`src/rtl/approx_mul_rr_scheduler.sv`:
```
// ---------------------------------------------------------------------------
// approx_mul_rr_scheduler
//
// Shares one external combinational 8x8 approximate multiplier among N_REQ
// requesters. A round-robin arbiter picks one requester per cycle. The
// winning operands are registered in stage S1, which drives the multiplier
// inputs. The product is registered in stage S2 and returned with the
// requester ID over a valid/ready response port.
//
// Ports:
//   clk, rst_n          clock, asynchronous active-low reset
//   req_valid[N_REQ]    per-requester operand valid
//   req_x/req_y         per-requester operands, requester i at [8i+7:8i]
//   req_ready[N_REQ]    one-hot grant (zero when nothing is accepted)
//   mul_x/mul_y         operands to the shared multiplier (registered)
//   mul_z               product from the shared multiplier
//   resp_valid/ready    response handshake
//   resp_z, resp_id     registered product and the ID of its requester
//   busy                either pipeline stage holds a transaction
// ---------------------------------------------------------------------------
module approx_mul_rr_scheduler #(
    parameter int N_REQ = 4,
    parameter int ID_W  = 2
) (
    input  logic                 clk,
    input  logic                 rst_n,
    input  logic [N_REQ-1:0]     req_valid,
    input  logic [8*N_REQ-1:0]   req_x,
    input  logic [8*N_REQ-1:0]   req_y,
    output logic [N_REQ-1:0]     req_ready,
    output logic [7:0]           mul_x,
    output logic [7:0]           mul_y,
    input  logic [15:0]          mul_z,
    output logic                 resp_valid,
    input  logic                 resp_ready,
    output logic [15:0]          resp_z,
    output logic [ID_W-1:0]      resp_id,
    output logic                 busy
);

    localparam int NEED_W = (N_REQ > 2) ? $clog2(N_REQ) : 1;

    // The ID field must be exactly wide enough to name every requester.
    if (ID_W != NEED_W) begin : g_bad_id_w
        $fatal(1, "approx_mul_rr_scheduler: ID_W does not match N_REQ");
    end

    logic            s1_vld_q;
    logic [7:0]      s1_x_q;
    logic [7:0]      s1_y_q;
    logic [ID_W-1:0] s1_id_q;
    logic            s2_vld_q;
    logic [15:0]     s2_z_q;
    logic [ID_W-1:0] s2_id_q;
    logic [ID_W-1:0] rr_ptr_q;
    logic [ID_W-1:0] rr_ptr_d;

    logic            s2_free;
    logic            s1_adv;
    logic            s1_free;
    logic            gnt_found;
    logic [ID_W-1:0] gnt_id;
    logic            gnt_any;

    assign s2_free = !s2_vld_q || resp_ready;
    assign s1_adv  = s1_vld_q && s2_free;
    assign s1_free = !s1_vld_q || s1_adv;

    // Rotating priority scan starting at rr_ptr. Only req_valid feeds this,
    // so the grant never depends on operand values.
    always_comb begin
        gnt_found = 1'b0;
        gnt_id    = '0;
        for (int k = 0; k < N_REQ; k++) begin
            int idx;
            idx = int'(rr_ptr_q) + k;
            if (idx >= N_REQ) begin
                idx = idx - N_REQ;
            end
            if (!gnt_found && req_valid[idx]) begin
                gnt_found = 1'b1;
                gnt_id    = ID_W'(idx);
            end
        end
    end

    // Reset is folded in so the grant reads zero while reset is asserted.
    assign gnt_any = gnt_found && s1_free && rst_n;

    always_comb begin
        req_ready = '0;
        for (int i = 0; i < N_REQ; i++) begin
            req_ready[i] = gnt_any && (gnt_id == ID_W'(i));
        end
    end

    // The pointer moves to the requester just after the winner.
    always_comb begin
        rr_ptr_d = rr_ptr_q;
        if (gnt_any) begin
            rr_ptr_d = (gnt_id == ID_W'(N_REQ - 1)) ? '0 : gnt_id + 1'b1;
        end
    end

    // S1: operand register. Operands only change on a grant, so the
    // multiplier inputs stay quiet while S1 holds or sits empty.
    always_ff @(posedge clk or negedge rst_n) begin
        if (!rst_n) begin
            s1_vld_q <= 1'b0;
            s1_x_q   <= '0;
            s1_y_q   <= '0;
            s1_id_q  <= '0;
            rr_ptr_q <= '0;
        end else begin
            rr_ptr_q <= rr_ptr_d;
            if (gnt_any) begin
                s1_vld_q <= 1'b1;
                s1_x_q   <= req_x[8*gnt_id +: 8];
                s1_y_q   <= req_y[8*gnt_id +: 8];
                s1_id_q  <= gnt_id;
            end else if (s1_adv) begin
                s1_vld_q <= 1'b0;
            end
        end
    end

    // S2: result register. A load on s1_adv wins over a simultaneous
    // response fire so back-to-back results flow at one per cycle.
    always_ff @(posedge clk or negedge rst_n) begin
        if (!rst_n) begin
            s2_vld_q <= 1'b0;
            s2_z_q   <= '0;
            s2_id_q  <= '0;
        end else begin
            if (s1_adv) begin
                s2_vld_q <= 1'b1;
                s2_z_q   <= mul_z;
                s2_id_q  <= s1_id_q;
            end else if (resp_ready) begin
                s2_vld_q <= 1'b0;
            end
        end
    end

    assign mul_x      = s1_x_q;
    assign mul_y      = s1_y_q;
    assign resp_valid = s2_vld_q;
    assign resp_z     = s2_z_q;
    assign resp_id    = s2_id_q;
    assign busy       = s1_vld_q || s2_vld_q;

endmodule

```
`config.mk`:
```
export PLATFORM = sky130hd
export DESIGN_NAME = approx_mul_rr_scheduler
export DESIGN_NICKNAME = d
export VERILOG_FILES = /design/src/rtl/approx_mul_rr_scheduler.sv
export SDC_FILE = /design/constraint.sdc
export NUM_CORES = 1
export LEC_CHECK = 0
export ABC_AREA = 1
export CORE_MARGIN = 5
export CORE_UTILIZATION = 46
export CTS_BUF_LIST = sky130_fd_sc_hd__clkbuf_8
export DETAILED_ROUTE_END_ITERATION = 10
export GPL_ROUTABILITY_DRIVEN = 0
export MAX_ROUTING_LAYER = met4
export PLACE_DENSITY = 0.88
export SYNTH_ARGS = -nofsm -noshare
export SYNTH_HDL_FRONTEND = slang
export SYNTH_SLANG_ARGS = --single-unit
export TNS_END_PERCENT = 50
```
`constraint.sdc`:
```
create_clock -name clk -period 6.3 [get_ports clk]
set_input_delay 1.575 -clock clk [delete_from_list [all_inputs] [get_ports clk]]
set_output_delay 1.575 -clock clk [all_outputs]
set_load 0.1 [all_outputs]
```
==> summary.md <==
| Metric | Value |
|---|---|
| CTS tree | `done` |
| Pin count of the biggest net entering global routing | `41` |
| Synth top area share | `0.3685` |
| Setup Skew | `0.004035 ns` |
| Crit-path slowest cell | `nand3_4` |
| Slew Limit Fails | `0` |
| Final hold violations | `0` |
| Met3 global-route usage | `0.02757` |
| MaxCap Viol Count | `0` |
| Via Count | `2,933` |
| # fillers | `477` |
| Worst Tran Pin Value | `1.008 ns` |
| Cell area after layout | `0.004086 mm²` |
| Most frequent cells in the layout | `nand2_1, clkdlybuf4s50_1, inv_1` |
| Fmax | `0.1730 GHz` |
| Area of the multi-input gates | `0.001259 mm²` |
| WP buf/inv | `4` |
| I/O pins | `127` |
| CP arrival | `4.21 ns` |
| Met2 GRT Util | `0.3637` |
| Sequential cell area | `0.001001 mm²` |
| Normalized max-slew margin | `0.3257` |
| Die W | `86.85 µm` |
| Final net count | `591` |
| Total gr overflow | `0` |
| Initial DRC count | `190` |
| Reg-to-reg slack, setup | `3.52 ns` |
| Top Usage Layer GRT | `met2` |
| Clk buf depth | `2` |
| # H-tree levels | `2` |
| Area grow syn2layout | `50.44%` |
| Reg2reg end | `mul_x[6]$_DFFE_PN0P_` |
| CP max stage delay | `0.60 ns` |
| Minimum clock period | `5.781 ns` |
| Ys Warns | `0` |
| Die Height | `86.85 µm` |
| Crit. End Element | `output port` |
| Final ANT Viol Nets | `0` |
| Cell taking the most area after synthesis | `dfrtp_1` |
| Min-Delay Startpoint | `mul_x[0]$_DFFE_PN0P_` |
| Antenna fix cells | `0` |
| Hold EP | `mul_x[0]$_DFFE_PN0P_` |
| # rows | `28` |
| Worst R2R Path Depth | `12` |
| # resized after CTS | `0` |
| Ratio of cells with drive above 1 in the final layout | `0.09109` |
| Synth unique cells | `23` |
| Kind of critical path | `primary input to output port` |
| Syn Inst Count | `390` |
| Dominant cells by area after synthesis | `dfrtp_1, nand2_1, inv_1` |
| TritonCTS Buffers | `5` |
| Final WL | `7.893 mm` |
| Post-synthesis sequential area ratio | `0.3685` |
| Synth Cell Area | `0.002716 mm²` |
| # setup viols final | `0` |
| Number of synthesized register bits | `40` |
| DRC Markers | `0` |
| Met1 Track Usage GR | `0.2620` |
| Top delay family on crit path | `simple AND/OR/NAND/NOR gates` |
| Port Buffers | `126` |
| Reg2reg start | `rr_ptr_q[0]$_DFFE_PN0P_` |
| Setup_tns | `0 ns` |
| Wire per inst | `13.61 µm` |
| First-pass GRT wire length | `12.70 mm` |
| RSZ-0062 raised after global routing | `false` |
| Critical path launch point type | `primary input` |
| Min-delay worst type | `flop to flop` |
| CP Data Required Time | `4.72 ns` |
| Core area | `0.005816 mm²` |
| Status | `complete, no violations` |
| HPWL after DPL | `5.988 mm` |
| Clock sink count | `40` |
| Root buf cell | `clkbuf_8` |
| # Post-CTS Setup Buffers | `0` |
| Worst path cell trace | `clkdlybuf4s50_1, inv_1, nand2_1, nand3_1, nand2_2, inv_1, nand3_2, nand3_4, nand2_1, nor2_1, buf_12` |
| Full die area | `0.007542 mm²` |
| Vias in the first global route | `2,798` |
| First drt pass iteration count | `5` |
| Final period utilization | `0.9176` |
| Crit-path max FO | `35` |
| Avg Inst Size Synth | `6.965 µm²` |
| Hold Path Stages | `2` |
| CTS clk-pin slew, worst paths | `0.08 ns` |
| Syn_nets | `477` |
| Initial antenna violation count | `0` |
| GRT Total Usage | `0.2127` |
| Initial Util | `0.4671` |
| Placement Cell Area | `0.003979 mm²` |
| Worst-skew pair later-pin latency | `0.29 ns` |
| Leading cell type in the layout, fill and taps excluded | `nand2_1` |
| Vias/cell | `5.057` |
| CTS Hold Bufs | `0` |
==> cell type report <==
class | count | area share
Inverter | 83 | 0.07685
Clock inverter | 3 | 0.009492
Tap cell | 75 | 0.02296
Clock buffer | 5 | 0.01684
Sequential cell | 40 | 0.2449
Multi-Input combinational cell | 246 | 0.3080
Timing Repair Buffer | 128 | 0.3209
==> flip-flops by register name (all words and copies together), names as in the netlist <==
name,count
resp_z,16
rr_ptr_q,2
s1_id_q,2
resp_valid,1
s1_vld_q,1
mul_x,8
resp_id,2
mul_y,8
==> logic make-up after synthesis <==
| family | Yosys count | share of synthesized area |
|---|---|---|
| mux | 16 | 0.06633 |
| compound gates | 7 | 0.01428 |
| flops | 40 | 0.3685 |
| buf+inv | 104 | 0.1681 |
| simple gates | 223 | 0.3828 |
==> layer usage <==
metal	routed length, µm	vias up
met5	0	-
met2	3870	141
met1	3218	1337
met3	668	16
met4	136	0
li1	-	1439
==> per-stage QoR <==
stage	setup slack, ns	hold WS, ns	util	instances
6_report	0.5190	0.4960	0.7027	580
3_3_place_gp	0.7031	0.4654	0.6842	572
3_5_place_dp	0.5852	0.4735	0.6842	572
2_1_floorplan	0.9392	0.4621	-	390
4_1_cts	0.5794	0.4920	0.7027	580
5_1_grt	0.3216	0.5107	0.7027	580
==> how the worst max path moves through the flow <==
stage                  from      endpoint  slack [ns]  depth (start not counted)
6_report       req_valid[3]  req_ready[0]        0.52                         11
5_1_grt        req_valid[3]  req_ready[0]        0.32                         11
4_1_cts        req_valid[3]  req_ready[0]        0.58                         11
3_5_place_dp   req_valid[3]  req_ready[0]        0.59                         11
3_3_place_gp   req_valid[1]  req_ready[0]        0.70                         11
2_1_floorplan  req_valid[1]  req_ready[3]        0.94                         12
==> Yosys cell counts <==
cell type and count:
nor2_1 6, o21ai_0 2, dfrtp_1 40, inv_2 4, nor2_4 1, nand3_2 2
nand2_2 3, inv_4 1, nand3_4 3, a31oi_1 1, or2_2 1, nand3_1 39
mux2_2 16, buf_2 12, clkbuf_1 2, nor2_2 1, buf_6 6, inv_1 78
o211ai_1 1, o21ai_1 3, nand4_1 32, nand2_1 135, buf_4 1
==> worst reg2reg max path, stage by stage, from the launching register on <==
cell and delay [ns]:
dfrtp_1 0.54, inv_4 0.18, nand2_1 0.09, nand3_1 0.11, nand2_2 0.09, inv_1 0.10, nand3_2 0.53, nand3_4 0.62
nand2_1 0.11, nand3_1 0.11, nand2_1 0.08, nand2_1 0.07, nand2_1 0.05
Power is left out: the tool's default activity adds up to more than one toggle a clock period on the data nets, which glitch-free logic cannot reach.
